**config.mk**
```make
export PLATFORM = sky130hd
export DESIGN_NAME = pid_sample_sequencer
export DESIGN_NICKNAME = d
export VERILOG_FILES = /design/src/rtl/pid_sample_sequencer.sv
export SDC_FILE = /design/constraint.sdc
export NUM_CORES = 1
export LEC_CHECK = 0
export ABC_CLOCK_PERIOD_IN_PS = 3500
export BUFFER_PORTS_ARGS = -buffer_cell sky130_fd_sc_hd__buf_2
export CORE_MARGIN = 2
export CORE_UTILIZATION = 50
export DETAILED_ROUTE_END_ITERATION = 8
export PLACE_DENSITY = 0.69
export SYNTH_ARGS = -nofsm -noshare
export SYNTH_HDL_FRONTEND = slang
export SYNTH_SLANG_ARGS = --single-unit
export TNS_END_PERCENT = 10
```
**constraint.sdc**
```tcl
create_clock -name clk -period 3.5 [get_ports clk]
set_input_delay 0.7 -clock clk [delete_from_list [all_inputs] [get_ports clk]]
set_output_delay 0.7 -clock clk [all_outputs]
set_load 0.02 [all_outputs]
```
**src/rtl/pid_sample_sequencer.sv**
```systemverilog
// pid_sample_sequencer: sample-period divider and ADC/ek/ik strobe sequencer for the PID integral path
module pid_sample_sequencer #(
  parameter int DIV_W       = 16,
  parameter int PIPE_LAT    = 3,
  parameter int TO_W        = 8,
  parameter int ADC_TIMEOUT = 200
) (
  input  logic             clk,
  input  logic             reset,
  input  logic             run,
  input  logic [DIV_W-1:0] div,
  input  logic             adc_ready,
  input  logic             clr_flags,
  output logic             adc_start,
  output logic             en1,
  output logic             en2,
  output logic             busy,
  output logic             sample_done,
  output logic             overrun,
  output logic             timeout
);
  localparam int SW = $clog2(PIPE_LAT + 2);
  typedef enum logic [2:0] {IDLE, CONVERT, LOAD, SETTLE, UPDATE, DONE} state_t;
  state_t state_q, state_d;
  logic [DIV_W-1:0] cnt_q, cnt_d, div_q, div_d, div_eff;
  logic [TO_W-1:0] to_q, to_d;
  logic [SW-1:0] st_q, st_d;
  logic run_q, run_rise, tick, to_hit;
  logic adc_start_q, adc_start_d, en1_q, en1_d, en2_q, en2_d, busy_q, busy_d;
  logic sample_done_q, sample_done_d, overrun_q, overrun_d, timeout_q, timeout_d;
  always_comb begin
    run_rise = run && !run_q;
    div_eff = run_rise ? div : div_q;
    tick = run && cnt_q == div_eff;
    cnt_d = run && !tick ? cnt_q + 1'b1 : '0;
    div_d = run_rise || tick ? div : div_q;
    state_d = state_q;
    to_d = to_q;
    st_d = st_q;
    to_hit = 1'b0;
    case (state_q)
      IDLE: begin
        to_d = '0;
        state_d = tick ? CONVERT : IDLE;
      end
      CONVERT:
        if (adc_ready && !adc_start_q) state_d = LOAD;
        else if (to_q == TO_W'(ADC_TIMEOUT)) begin
          state_d = IDLE;
          to_hit = 1'b1;
        end else to_d = to_q + 1'b1;
      LOAD: begin
        st_d = '0;
        state_d = PIPE_LAT == 0 ? UPDATE : SETTLE;
      end
      SETTLE:
        if (st_q == SW'(PIPE_LAT - 1)) state_d = UPDATE;
        else st_d = st_q + 1'b1;
      UPDATE: state_d = DONE;
      default: state_d = IDLE;
    endcase
    adc_start_d = state_q == IDLE && tick;
    en1_d = state_d == LOAD;
    en2_d = state_d == UPDATE;
    sample_done_d = state_d == DONE;
    busy_d = state_d != IDLE;
    overrun_d = (tick && state_q != IDLE) || (overrun_q && !clr_flags);
    timeout_d = to_hit || (timeout_q && !clr_flags);
  end
  always_ff @(posedge clk) begin
    if (reset) begin
      state_q <= IDLE;
      cnt_q <= '0;
      div_q <= '0;
      to_q <= '0;
      st_q <= '0;
      run_q <= 1'b0;
      adc_start_q <= 1'b0;
      en1_q <= 1'b0;
      en2_q <= 1'b0;
      busy_q <= 1'b0;
      sample_done_q <= 1'b0;
      overrun_q <= 1'b0;
      timeout_q <= 1'b0;
    end else begin
      state_q <= state_d;
      cnt_q <= cnt_d;
      div_q <= div_d;
      to_q <= to_d;
      st_q <= st_d;
      run_q <= run;
      adc_start_q <= adc_start_d;
      en1_q <= en1_d;
      en2_q <= en2_d;
      busy_q <= busy_d;
      sample_done_q <= sample_done_d;
      overrun_q <= overrun_d;
      timeout_q <= timeout_d;
    end
  end
  assign adc_start = adc_start_q;
  assign en1 = en1_q;
  assign en2 = en2_q;
  assign busy = busy_q;
  assign sample_done = sample_done_q;
  assign overrun = overrun_q;
  assign timeout = timeout_q;
endmodule

```
# == After elaboration in Yosys (flattened, before gate mapping) ==
# Cells that the tools add are included.
# word_totals
register_bits,54
out_inout_bits,7
input_bits,21
word_cells,67
# op_classes
n_eq_ne,13
mux,14
bitwise_logic,1
n_reduce_logical,23
n_addsub,3
# ops
op,n
16-bit by 1-bit adder with 16-bit output (second input constant),1
16-bit equality test,1
16-bit two-way mux,1
8-bit two-way mux,2
8-bit case mux with 2 select lines,1
3-bit case mux with 5 select lines,1
3-bit by 2-bit equality test with 1-bit output (second input constant),4
3-bit two-way mux,4
3-bit equality test (second input constant),3
8-bit by 1-bit adder with 8-bit output (second input constant),1
8-bit equality test (second input constant),1
1-bit logical AND,8
2-bit inequality test (second input constant),3
3-bit case mux with 2 select lines,1
3-bit nonzero test,2
1-bit logical NOT,4
1-bit two-way mux,4
2-bit nonzero test,2
3-bit by 1-bit adder with 3-bit output (second input constant),1
3-bit by 1-bit equality test with 1-bit output (second input constant),1
3-bit logical NOT,1
1-bit logical OR,3
3-bit AND reduction,1
2-bit AND reduction,1
other kinds (2),2

# == Depth between registers and ports, before layout ==
# depth
depth_word,9
depth_mapped,10

# == Worst setup path after synthesis ==
# Ideal clock, no wire load.
# synth_path
path_kind,input to register
start,input port run
end,register div_q[10]
arrival_time_ns,2.364
cell_stages,8
required_time_ns,3.374
path_slack_ns,1.010
cell_sequence,nor2b_4 -> buf_6 -> a2111o_1 -> or4_4 -> a31o_4 -> buf_6 -> a22oi_1 -> nand3_1
# synth_between
elab_chain_len,5
# synth_rtl
element,line_no,rtl
start: declaration,10,"input logic run,"
1-bit logical AND,32,run_rise = run && !run_q;
16-bit two-way mux,33,div_eff = run_rise ? div : div_q;
16-bit equality test,34,tick = run && cnt_q == div_eff;
1-bit logical AND,34,
1-bit logical OR (*),36,div_d = run_rise || tick ? div : div_q;
end signal: assignment,88,div_q <= div_d;
end: declaration,25,"logic [DIV_W-1:0] cnt_q, cnt_d, div_q, div_d, div_eff;"
# Mark *: on every way between the ends. The rest lies on a longest branch, timed or not.
# A chain may end at the register's enable or synchronous reset.

# == Worst setup path after layout ==
# layout_path
start,input port run
end,register div_q[0]
# The elaborated chain is that of the path after synthesis.

==> summary.txt <==
Power
  – Worst vdd ir: 0.193 mV
  – P per Cell Area: 365 mW/mm²
  – Design Power: 1.19 mW
  – Lkg Pwr: 1.25 nW

STA
  – Worst Max-Slew Pin Slew: 768 ps
  – Fin. max-slew vios: 0
  – Period utilization: 70.6%
  – Tmin final: 2470 ps
  – Highest Clock Rate: 405 MHz
  – Worst slew margin: 48.8%
  – WHS: 471 ps
  – Setup TNS Final: 0 ps
  – Clk_skew: 7.74 ps
  – Final hold vios: 0
  – # setup viols final: 0
  – Min setup slack post-route: 1030 ps
  – RSZ-0062 raised after global routing: false

Hold path
  – Hold Crit Endpoint: timeout
  – Hold path cells: 2
  – Min-delay worst type: reg -> reg
  – HP Start: timeout

Route
  – DR WL/cell: 15.1 µm
  – Post-DR vias/cell: 5.91
  – Drt initial violations: 185
  – Final Routed Wirelength: 6910 µm
  – Initial DRT Pass Iterations: 5
  – DRC: 0
  – Detail Route Antenna Nets: 0
  – Vias: 2703

Yosys
  – Register area share after synthesis: 36.1%
  – Area contributors post-synth: dfxtp_1 36%, xnor2_1 5.0%, nand4_1 4.6%
  – Yosys top cell by area: dfxtp_1
  – EDFF count, synth: 0
  – Top_reg_cell synth: dfxtp_1
  – Cells after Synth: 365
  – Mean area per synthesized cell: 8.20 µm²
  – Post-synthesis cell area: 0.00299 mm²
  – Mapped Nets: 391
  – Post-synth top area share: 36.1%
  – Yosys reg bits: 54
  – Synth Warn #: 0
  – Asr flop ratio synth: 0%
  – Synth cell types: 48

Global routing
  – Largest net degree at the start of global routing: 35
  – Global-route usage over all layers: 22.1%
  – Vias in the first global route: 2411
  – Initial antenna violation count: 0
  – First-pass GRT wire length: 11400 µm
  – Total grt overflow: 0

Floorplan
  – Boundary pin count: 28
  – DIE AREA: 0.00662 mm²
  – Cell row count: 28
  – Initial Util: 51.1%
  – Std-Cell Core Area: 0.00585 mm²
  – Die Wd: 81.4 µm
  – DIE HEIGHT: 81.4 µm

Run
  – MaxCap Viol Count: 0

Critical path
  – RR Endpoint: busy
  – Setup slack, reg-to-reg: 1090 ps
  – Critical R2R Launch: cnt_q[5]
  – CP Class: in -> reg
  – Critical Path Source Type: input port
  – CP max stage cell: a21oi_2
  – Delay-heaviest family, CP: compound AO/OA/AOI/OAI gates
  – Crit path cell chain: buf_2 -> nor2b_4 -> a2111o_1 -> or4_4 -> a21oi_2 -> nand4_1 -> nand3_1
  – Crit path buffers/inverters: 1
  – R2r worst-path depth: 7
  – Crit path DAT: 2730 ps
  – Worst setup EP type: register
  – CP required: 3760 ps
  – CP max stage delay: 620 ps
  – Crit-path max FO: 16

Finish
  – Final net count: 407
  – Fill cells: 572
  – Area delta synth->final: 8.66%
  – Area of the multi-input gates: 0.00174 mm²
  – Most frequent cells in the layout: 54 x dfxtp_1, 31 x nand2_1, 27 x buf_2, 26 x nand3_1, 25 x nor2_1
  – Antenna cells: 0
  – Commonest non-fill, non-tap cell in the layout: dfxtp_1
  – Sequential cell area: 0.00108 mm²
  – Fraction of layout cells with a size suffix above 1: 12.3%
  – Final Non-Filler Cells: 457

Clocking
  – Worst-skew pair later-pin latency: 310 ps
  – Max Root-Sink Buffers: 2
  – Cts repair resizes: 0
  – CTS Buf Count: 5
  – Hold buffer count at cts: 0
  – Htree depth: 2
  – Number of setup buffers added after CTS: 0
  – CTS Root Cell: clkbuf_8
  – Clk sink count: 54
  – Reg clk slew, reported paths: 110 ps
  – TritonCTS clock tree: yes

Placed design
  – Port Buf Inserts: 27
  – Gpl congestion: 0.881
  – Placed cells: 449
  – HPWL after DPL: 5020 µm
  – Post-place setup slack: 703 ps

Outcome
  – Status: finished clean
==> metal layers <==
layer	GRT usage [%]	wire, µm	up-vias
met1	29.0	3100	1256
met4	7.63	93	0
met2	37.0	3360	80
met3	3.11	364	11
met5	0	0	-
li1	-	-	1356
==> where the power goes <==
part / total (mW) / switching [mW] / internal, mW
sequential: 0.652 / 0.0196 / 0.633
clock: 0.376 / 0.226 / 0.150
combinational: 0.157 / 0.0985 / 0.0581
total: 1.19 / 0.344 / 0.841
==> kinds of logic after synthesis <==
| kind of cell | share of synthesized area, % |
|---|---|
| simple gates | 27.6 |
| compound gates | 18.7 |
| flops | 36.1 |
| buf+inv | 5.98 |
| xor+xnor | 8.78 |
| fa+ha+maj | 2.09 |
| mux | 0.669 |
==> worst reg2reg max path, delay by kind of cell, from the launching register on <==
family,cells,cell delay [ps]
AOI/OAI and AO/OA,2,720
buffers and inverters,1,350
DFF,1,400
and+or+nand+nor,4,840
==> cell usage after synthesis (7+ instances only) <==
master / count
a21o_1: 16
a21oi_1: 10
a22oi_1: 16
and3_1: 8
clkbuf_1: 17
dfxtp_1: 54
inv_1: 18
nand2_1: 31
nand2b_1: 7
nand3_1: 26
nand4_1: 22
nor2_1: 25
nor2b_1: 9
nor3_1: 20
xnor2_1: 17
xor2_1: 13
==> registers in the layout, indices dropped and copies added (netlist names) <==
name         flops
en1              1
cnt_q           16
st_q             3
adc_start        1
state_q          3
to_q             8
div_q           16
run_q            1
en2              1
busy             1
overrun          1
timeout          1
sample_done      1
==> final cells by class <==
class | count | share of cell area [%]
clock buffer | 5 | 2.12
clock inverter | 3 | 0.885
inverter | 18 | 2.08
multi-input combinational | 270 | 53.5
sequential | 54 | 33.3
tap | 75 | 2.89
timing repair buffer | 32 | 5.31
==> metrics by stage <==
step	instance area, µm²	util [%]
2_1_floorplan	2990	-
3_3_place_gp	3150	53.9
3_5_place_dp	3150	53.9
4_1_cts	3250	55.6
5_1_grt	3250	55.6
6_report	3250	55.6
==> how the worst max path moves through the flow <==
stage          from         to  slack, ps  depth (start not counted)
2_1_floorplan   run  div_q[10]       1010                          8
3_3_place_gp    run  div_q[11]        700                          7
3_5_place_dp    run   div_q[0]        700                          7
4_1_cts         run   div_q[0]       1020                          7
5_1_grt         run  div_q[11]        750                          7
6_report        run   div_q[0]       1030                          7
Power figures use the tool's default switching activity.
